## src/rtl/pr_cmd_if.sv

```systemverilog
// Host command bus for the PR region sequencer: one-cycle command strobe
// with a registered accept/reject pulse in return.
interface pr_cmd_if;
   logic       cmd_valid;
   logic [3:0] cmd_region;
   logic [1:0] cmd_op;
   logic       cmd_ack;
   logic       cmd_nack;

   modport master (
      output cmd_valid, cmd_region, cmd_op,
      input  cmd_ack, cmd_nack
   );

   modport slave (
      input  cmd_valid, cmd_region, cmd_op,
      output cmd_ack, cmd_nack
   );
endinterface

```

## src/rtl/pr_region_sequencer.sv

```systemverilog
// Per-region freeze / reset / unfreeze sequencer for partial-reconfiguration
// regions, driven by host commands, with sticky illegal-request and timeout flags.
module pr_region_sequencer #(
   parameter int N_REGIONS      = 2,
   parameter int RESET_CYCLES   = 16,
   parameter int TIMEOUT_CYCLES = 1024,
   parameter int CNT_W          = 16
) (
   input  logic                   clk,
   input  logic                   reset,
   pr_cmd_if.slave                cmd,
   input  logic [N_REGIONS-1:0]   freeze_status,
   input  logic [N_REGIONS-1:0]   unfreeze_status,
   input  logic [2*N_REGIONS-1:0] illegal_req,
   output logic [N_REGIONS-1:0]   freeze_req,
   output logic [N_REGIONS-1:0]   unfreeze_req,
   output logic [N_REGIONS-1:0]   pr_reset,
   output logic [3*N_REGIONS-1:0] region_state,
   output logic [2*N_REGIONS-1:0] illegal_sticky,
   output logic [N_REGIONS-1:0]   timeout_err,
   output logic                   busy
);

   typedef enum logic [2:0] {
      S_RUN        = 3'd0,
      S_FRZ_WAIT   = 3'd1,
      S_FROZEN     = 3'd2,
      S_RST        = 3'd3,
      S_UNFRZ_WAIT = 3'd4,
      S_ERROR      = 3'd5
   } state_e;

   typedef enum logic [1:0] {
      OP_NOP       = 2'b00,
      OP_FREEZE    = 2'b01,
      OP_UNFREEZE  = 2'b10,
      OP_CLEAR_ERR = 2'b11
   } op_e;

   localparam bit             TO_EN    = (TIMEOUT_CYCLES > 0);
   localparam logic [CNT_W-1:0] TO_LAST  = CNT_W'(TIMEOUT_CYCLES - 1);
   localparam logic [CNT_W-1:0] RST_LAST = CNT_W'(RESET_CYCLES - 1);
   localparam logic [CNT_W-1:0] CNT_ONE  = CNT_W'(1);

   state_e                 state_q [N_REGIONS];
   state_e                 state_d [N_REGIONS];
   logic [CNT_W-1:0]       cnt_q   [N_REGIONS];
   logic [CNT_W-1:0]       cnt_d   [N_REGIONS];
   logic [N_REGIONS-1:0]   hit, clr, timeout_d;
   logic [2*N_REGIONS-1:0] sticky_d;
   logic                   ack_d, nack_d, busy_d;

   // NOTE: every always_comb output gets a default first so no path can infer a latch.
   always_comb begin
      hit       = '0;
      clr       = '0;
      timeout_d = timeout_err;
      sticky_d  = illegal_sticky;
      ack_d     = 1'b0;
      busy_d    = 1'b0;
      for (int i = 0; i < N_REGIONS; i++) begin
         state_d[i] = state_q[i];
         cnt_d[i]   = cnt_q[i];
         hit[i]     = cmd.cmd_valid && (cmd.cmd_region == 4'(i));
         clr[i]     = hit[i] && (cmd.cmd_op == OP_CLEAR_ERR);
         if (clr[i]) begin
            timeout_d[i] = 1'b0;
            ack_d        = 1'b1;
         end

         case (state_q[i])
            S_RUN: if (hit[i] && cmd.cmd_op == OP_FREEZE) begin
               state_d[i] = S_FRZ_WAIT;
               cnt_d[i]   = '0;
               ack_d      = 1'b1;
            end
            // Status sampled in the final wait cycle still beats the timeout.
            S_FRZ_WAIT: begin
               if (freeze_status[i]) begin
                  state_d[i] = S_FROZEN;
               end else if (TO_EN && cnt_q[i] == TO_LAST) begin
                  state_d[i]   = S_ERROR;
                  timeout_d[i] = 1'b1;
               end else begin
                  cnt_d[i] = cnt_q[i] + CNT_ONE;
               end
            end
            S_FROZEN: if (hit[i] && cmd.cmd_op == OP_UNFREEZE) begin
               state_d[i] = S_RST;
               cnt_d[i]   = '0;
               ack_d      = 1'b1;
            end
            S_RST: begin
               if (cnt_q[i] == RST_LAST) begin
                  state_d[i] = S_UNFRZ_WAIT;
                  cnt_d[i]   = '0;
               end else begin
                  cnt_d[i] = cnt_q[i] + CNT_ONE;
               end
            end
            S_UNFRZ_WAIT: begin
               if (unfreeze_status[i]) begin
                  state_d[i] = S_RUN;
               end else if (TO_EN && cnt_q[i] == TO_LAST) begin
                  state_d[i]   = S_ERROR;
                  timeout_d[i] = 1'b1;
               end else begin
                  cnt_d[i] = cnt_q[i] + CNT_ONE;
               end
            end
            S_ERROR: if (clr[i]) state_d[i] = S_FROZEN;
            default: state_d[i] = S_RUN;
         endcase

         // A new illegal_req pulse wins over a same-cycle CLEAR_ERR.
         sticky_d[2*i +: 2] = (clr[i] ? 2'b00 : illegal_sticky[2*i +: 2])
                              | illegal_req[2*i +: 2];
         if (state_d[i] inside {S_FRZ_WAIT, S_RST, S_UNFRZ_WAIT}) busy_d = 1'b1;
      end
      nack_d = cmd.cmd_valid && !ack_d;
   end

   // NOTE: sequential state uses non-blocking assignments only, so every flop samples pre-edge values.
   always_ff @(posedge clk) begin
      if (reset) begin
         for (int i = 0; i < N_REGIONS; i++) begin
            state_q[i] <= S_RUN;
            cnt_q[i]   <= '0;
         end
         freeze_req     <= '0;
         unfreeze_req   <= '0;
         pr_reset       <= '0;
         illegal_sticky <= '0;
         timeout_err    <= '0;
         busy           <= 1'b0;
         cmd.cmd_ack    <= 1'b0;
         cmd.cmd_nack   <= 1'b0;
      end else begin
         for (int i = 0; i < N_REGIONS; i++) begin
            state_q[i]      <= state_d[i];
            cnt_q[i]        <= cnt_d[i];
            freeze_req[i]   <= state_d[i] inside {S_FRZ_WAIT, S_FROZEN, S_RST, S_ERROR};
            unfreeze_req[i] <= (state_d[i] == S_UNFRZ_WAIT);
            pr_reset[i]     <= (state_d[i] == S_RST);
         end
         illegal_sticky <= sticky_d;
         timeout_err    <= timeout_d;
         busy           <= busy_d;
         cmd.cmd_ack    <= ack_d;
         cmd.cmd_nack   <= nack_d;
      end
   end

   always_comb begin
      region_state = '0;
      for (int i = 0; i < N_REGIONS; i++) region_state[3*i +: 3] = state_q[i];
   end

endmodule
```

## src/flat_wrapper.sv

```systemverilog
// flat-port wrapper written by rule: the top's interface ports become plain ports
module pr_region_sequencer_flat 
#(
   parameter int N_REGIONS      = 2,
   parameter int RESET_CYCLES   = 16,
   parameter int TIMEOUT_CYCLES = 1024,
   parameter int CNT_W          = 16
)
  (clk, reset, freeze_status, unfreeze_status, illegal_req, freeze_req, unfreeze_req, pr_reset, region_state, illegal_sticky, timeout_err, busy, cmd_cmd_valid, cmd_cmd_region, cmd_cmd_op, cmd_cmd_ack, cmd_cmd_nack);
  pr_cmd_if cmd_i ();
  input  logic clk;
  input  logic reset;
  input  logic [N_REGIONS-1:0] freeze_status;
  input  logic [N_REGIONS-1:0] unfreeze_status;
  input  logic [2*N_REGIONS-1:0] illegal_req;
  output logic [N_REGIONS-1:0] freeze_req;
  output logic [N_REGIONS-1:0] unfreeze_req;
  output logic [N_REGIONS-1:0] pr_reset;
  output logic [3*N_REGIONS-1:0] region_state;
  output logic [2*N_REGIONS-1:0] illegal_sticky;
  output logic [N_REGIONS-1:0] timeout_err;
  output logic busy;
  input wire logic [$bits(cmd_i.cmd_valid)-1:0] cmd_cmd_valid;
  input wire logic [$bits(cmd_i.cmd_region)-1:0] cmd_cmd_region;
  input wire logic [$bits(cmd_i.cmd_op)-1:0] cmd_cmd_op;
  output wire logic [$bits(cmd_i.cmd_ack)-1:0] cmd_cmd_ack;
  output wire logic [$bits(cmd_i.cmd_nack)-1:0] cmd_cmd_nack;
  assign cmd_i.cmd_valid = cmd_cmd_valid;
  assign cmd_i.cmd_region = cmd_cmd_region;
  assign cmd_i.cmd_op = cmd_cmd_op;
  assign cmd_cmd_ack = cmd_i.cmd_ack;
  assign cmd_cmd_nack = cmd_i.cmd_nack;
  pr_region_sequencer #(.N_REGIONS(N_REGIONS), .RESET_CYCLES(RESET_CYCLES), .TIMEOUT_CYCLES(TIMEOUT_CYCLES), .CNT_W(CNT_W)) u_core (.clk(clk), .reset(reset), .cmd(cmd_i), .freeze_status(freeze_status), .unfreeze_status(unfreeze_status), .illegal_req(illegal_req), .freeze_req(freeze_req), .unfreeze_req(unfreeze_req), .pr_reset(pr_reset), .region_state(region_state), .illegal_sticky(illegal_sticky), .timeout_err(timeout_err), .busy(busy));
endmodule
```

## config.mk

```make
export PLATFORM = sky130hd
export DESIGN_NAME = pr_region_sequencer_flat
export DESIGN_NICKNAME = d
export VERILOG_FILES = /design/src/rtl/pr_cmd_if.sv /design/src/rtl/pr_region_sequencer.sv /design/src/flat_wrapper.sv
export SDC_FILE = /design/constraint.sdc
export NUM_CORES = 1
export LEC_CHECK = 0
export CAP_MARGIN = 20
export CORE_ASPECT_RATIO = 0.5
export CORE_MARGIN = 10
export CORE_UTILIZATION = 55
export DETAILED_ROUTE_END_ITERATION = 12
export PLACE_DENSITY = 0.8
export SLEW_MARGIN = 5
export SYNTH_ARGS = -nofsm -noshare
export SYNTH_HDL_FRONTEND = slang
export SYNTH_SLANG_ARGS = --single-unit
```

## constraint.sdc

```tcl
create_clock -name clk -period 2.8 [get_ports clk]
set_clock_uncertainty 0.05 [all_clocks]
set_input_delay 0.56 -clock clk [delete_from_list [all_inputs] [get_ports clk]]
set_output_delay 0.56 -clock clk [all_outputs]
set_load 0.005 [all_outputs]
```

==> flow_summary_export.csv <==
group,metric,value,unit
detailed_routing,wl,6890,um
die,die_y,71.0,um
synth,ys.flop_type,"dfxtp_1",
sta,hold_violations,0,
detailed_routing,drc,0,
synth,yosysTopAreaCell,"dfxtp_1",
min_path,holdPathStages,2,
min_path,hold_path_class,"reg2reg",
power,peakVddDrop,0.230,mV
die,die-area,8650,um^2
die,start_util,57.4,%
synth,netlist_top_cells_area,"dfxtp_1 (37%), nor2_1 (6.2%), a21oi_1 (4.0%)",
finish,instances_no_fill,462,
setup_path,path_class,"in2reg",
die,pin_count,38,
synth,syn_area_per_cell,8.35,um^2
synth,yosys_warnings,0,
clock_network,cts_buffers,5,
clock_network,clk_pin_slew,0.09,ns
clock_network,h-tree-depth,2,
clock_network,post_cts_buffers,0,
sta,period_share,94.9,%
global_routing,antenna_found_initial,0,
clock_network,cts_root_buffer,"clkbuf_8",
setup_path,worst_setup_path_end_kind,"flip-flop",
global_routing,grt_pass1_vias,2587,
power,power_switching,302,uW
finish,regArea,1060,um^2
clock_network,cts_tree,"yes",
finish,areaGrowthSynthToFinish,22.7,%
clock_network,cts_resized,0,
synth,yosysSeqAreaShare,37.2,%
detailed_routing,detailroute.via_count,2799,
flow_run,drv_cap,0,
clock_network,clock_latency,0.31,ns
sta,min_period,2.66,ns
power,power.leakage,1.23,nW
sta,finalSetupViolCount,0,
global_routing,track_usage,16.3,%
placed_design,io_buffers,37,
setup_path,r2r-end,"u_core.cnt_q[0][18]",
power,power.density,376,nW/um^2
global_routing,overflow,0,
detailed_routing,vias_per_cell,6.06,
global_routing,grt_pass1_wl,12000,um
finish,layout-drive-gt1-share,11.0,%
setup_path,cp-start-kind,"primary input",
min_path,hp-start,"u_core.illegal_sticky[0]",
finish,insertedDiodeCount,0,
sta,hold_ws,0.438,ns
setup_path,crit_fanout,18,
clock_network,hold_buffers,0,
die,core,4980,um^2
placed_design,gp_congestion,0.888,
min_path,holdPathEnd,"u_core.illegal_sticky[0]",
sta,max_freq,0.376,GHz
power,swShare,22.9,%
power,power.share.clock,34.6,%
detailed_routing,wire_per_inst,14.9,um
detailed_routing,firstDrtPassIters,5,
setup_path,r2r_setup_slack,0.15,ns
placed_design,numPlacedInstances,454,
power,seqPwrFrac,58.0,%
setup_path,r2r_start,"u_core.cnt_q[0][26]",
sta,rsz0062_at_grt,"no",
synth,synth-seq-cells,53,
power,power_frac_comb,7.4,%
setup_path,reg2regPathDepth,8,
finish,final_common_cell,"dfxtp_1",
placed_design,dp_hpwl,5170,um
finish,nNetsFinal,410,
clock_network,cts_sinks,53,
synth,syn_inst,342,
setup_path,cp.required,3.00,ns
die,die_x,122,um
status,status,"completed",
setup_path,crit_arrival,2.86,ns
sta,fin_tns_setup,0,ns
synth,synthArstFlopShare,0,%
sta,report.final.slew_viol_count,0,
sta,timing.slew.headroom,57.0,%
global_routing,grt_max_degree,19,
clock_network,cts_max_path_buffers,2,
finish,mostFrequentLayoutCells,"dfxtp_1 (53), nor2_1 (47), clkdlybuf4s50_1 (37)",
die,rows,18,
synth,netlist.area_leader.share,37.2,%
synth,synth_edf_count,0,
power,p_int,1.01,mW
detailed_routing,drtAntennaViolNets,0,
finish,multiInputGateArea,1700,um^2
finish,n_fill_cell,386,
sta,worst_slew_pin_slew,0.639,ns
synth,synth_nets,361,
synth,yosysUniqueCellTypes,65,
detailed_routing,drtIter0Drc,230,
synth,synthesis.area,2860,um^2
-- layout make-up --
class	instances	area share, %
clock buffers	6	2.36
clock inverters	2	0.393
inverters	7	0.750
multi-input cells	268	48.4
flip-flops and latches	53	30.3
well taps	70	2.50
repair buffers	56	15.4
-- per-layer routing --
layer	share of wire, %	routed length (um)	global-route usage [%]	up-vias
met2	51	3520	28.4	82
met3	4.3	296	3.56	11
met4	1.1	73	4.47	0
met1	44	3010	19.6	1319
li1	-	-	-	1387
met5	0	0	0	-
-- sequential cells by signal (all words and copies together), names as in the netlist, 2 cells and up --
name                   cells
u_core.cnt_q              32
u_core.freeze_req          2
u_core.illegal_sticky      4
u_core.pr_reset            2
u_core.state_q             6
u_core.timeout_err         2
u_core.unfreeze_req        2
-- worst max-delay path, stage by stage --
cell and delay, ns:
clkdlybuf4s50_1 0.42, or4b_1 0.60, a211o_1 0.30, a32oi_2 0.23, buf_12 0.17, nor2b_1 0.31, nand3b_1 0.11, a21oi_1 0.14
-- metrics by stage --
stage | cell area, um^2 | setup WS (ns) | total power, mW | utilization, %
global route | 3500 | 0.0264 | 1.37 | 70.4
finish | 3500 | 0.142 | 1.32 | 70.4
floorplan | 2860 | 0.339 | 0.818 | -
CTS | 3500 | 0.151 | 1.33 | 70.4
global placement | 3410 | -0.0539 | 0.876 | 68.5
detailed placement | 3410 | -0.118 | 0.878 | 68.5
-- Yosys cell counts, types with 5 or more instances --
master / instances
dfxtp_1: 53
nor2_1: 47
a21oi_1: 23
nand2_1: 17
nor3_1: 17
o21ai_0: 13
xor2_1: 12
nand3_1: 11
nand4_1: 11
clkbuf_1: 10
or3_1: 9
inv_1: 7
a22oi_1: 6
nor2b_1: 6
nor4_1: 6
and3_1: 5
nand2b_1: 5
or4_1: 5
-- cell families after synthesis --
| group | share of synthesized area, % |
|---|---|
| fa+ha+maj | 0.876 |
| compound gates | 19.5 |
| flops | 37.2 |
| buf+inv | 3.46 |
| mux | 1.40 |
| simple gates | 33.3 |
| xor+xnor | 4.29 |
-- power by group through the flow --
stage	Sequential, mW	Clock, mW	Combinational [mW]
CTS	0.763	0.465	0.0979
detailed placement	0.781	0	0.0971
global placement	0.780	0	0.0953
finish	0.763	0.456	0.0975
floorplan	0.781	0	0.0369
global route	0.764	0.497	0.106
-- how the worst max path moves through the flow --
stage                              startpoint                   to  slack, ns  depth (start not counted)
after floorplan             cmd_cmd_region[1]   u_core.cnt_q[0][5]       0.34                          7
after global placement      cmd_cmd_region[1]   u_core.cnt_q[0][2]      -0.05                          8
after detailed placement    cmd_cmd_region[1]   u_core.cnt_q[0][2]      -0.12                          8
after CTS                 u_core.cnt_q[0][26]  u_core.cnt_q[0][18]       0.15                          8
after global routing            cmd_cmd_valid   u_core.cnt_q[0][2]       0.03                          8
final                       cmd_cmd_region[1]   u_core.cnt_q[0][2]       0.14                          8
(Power assumes the default switching activity.)
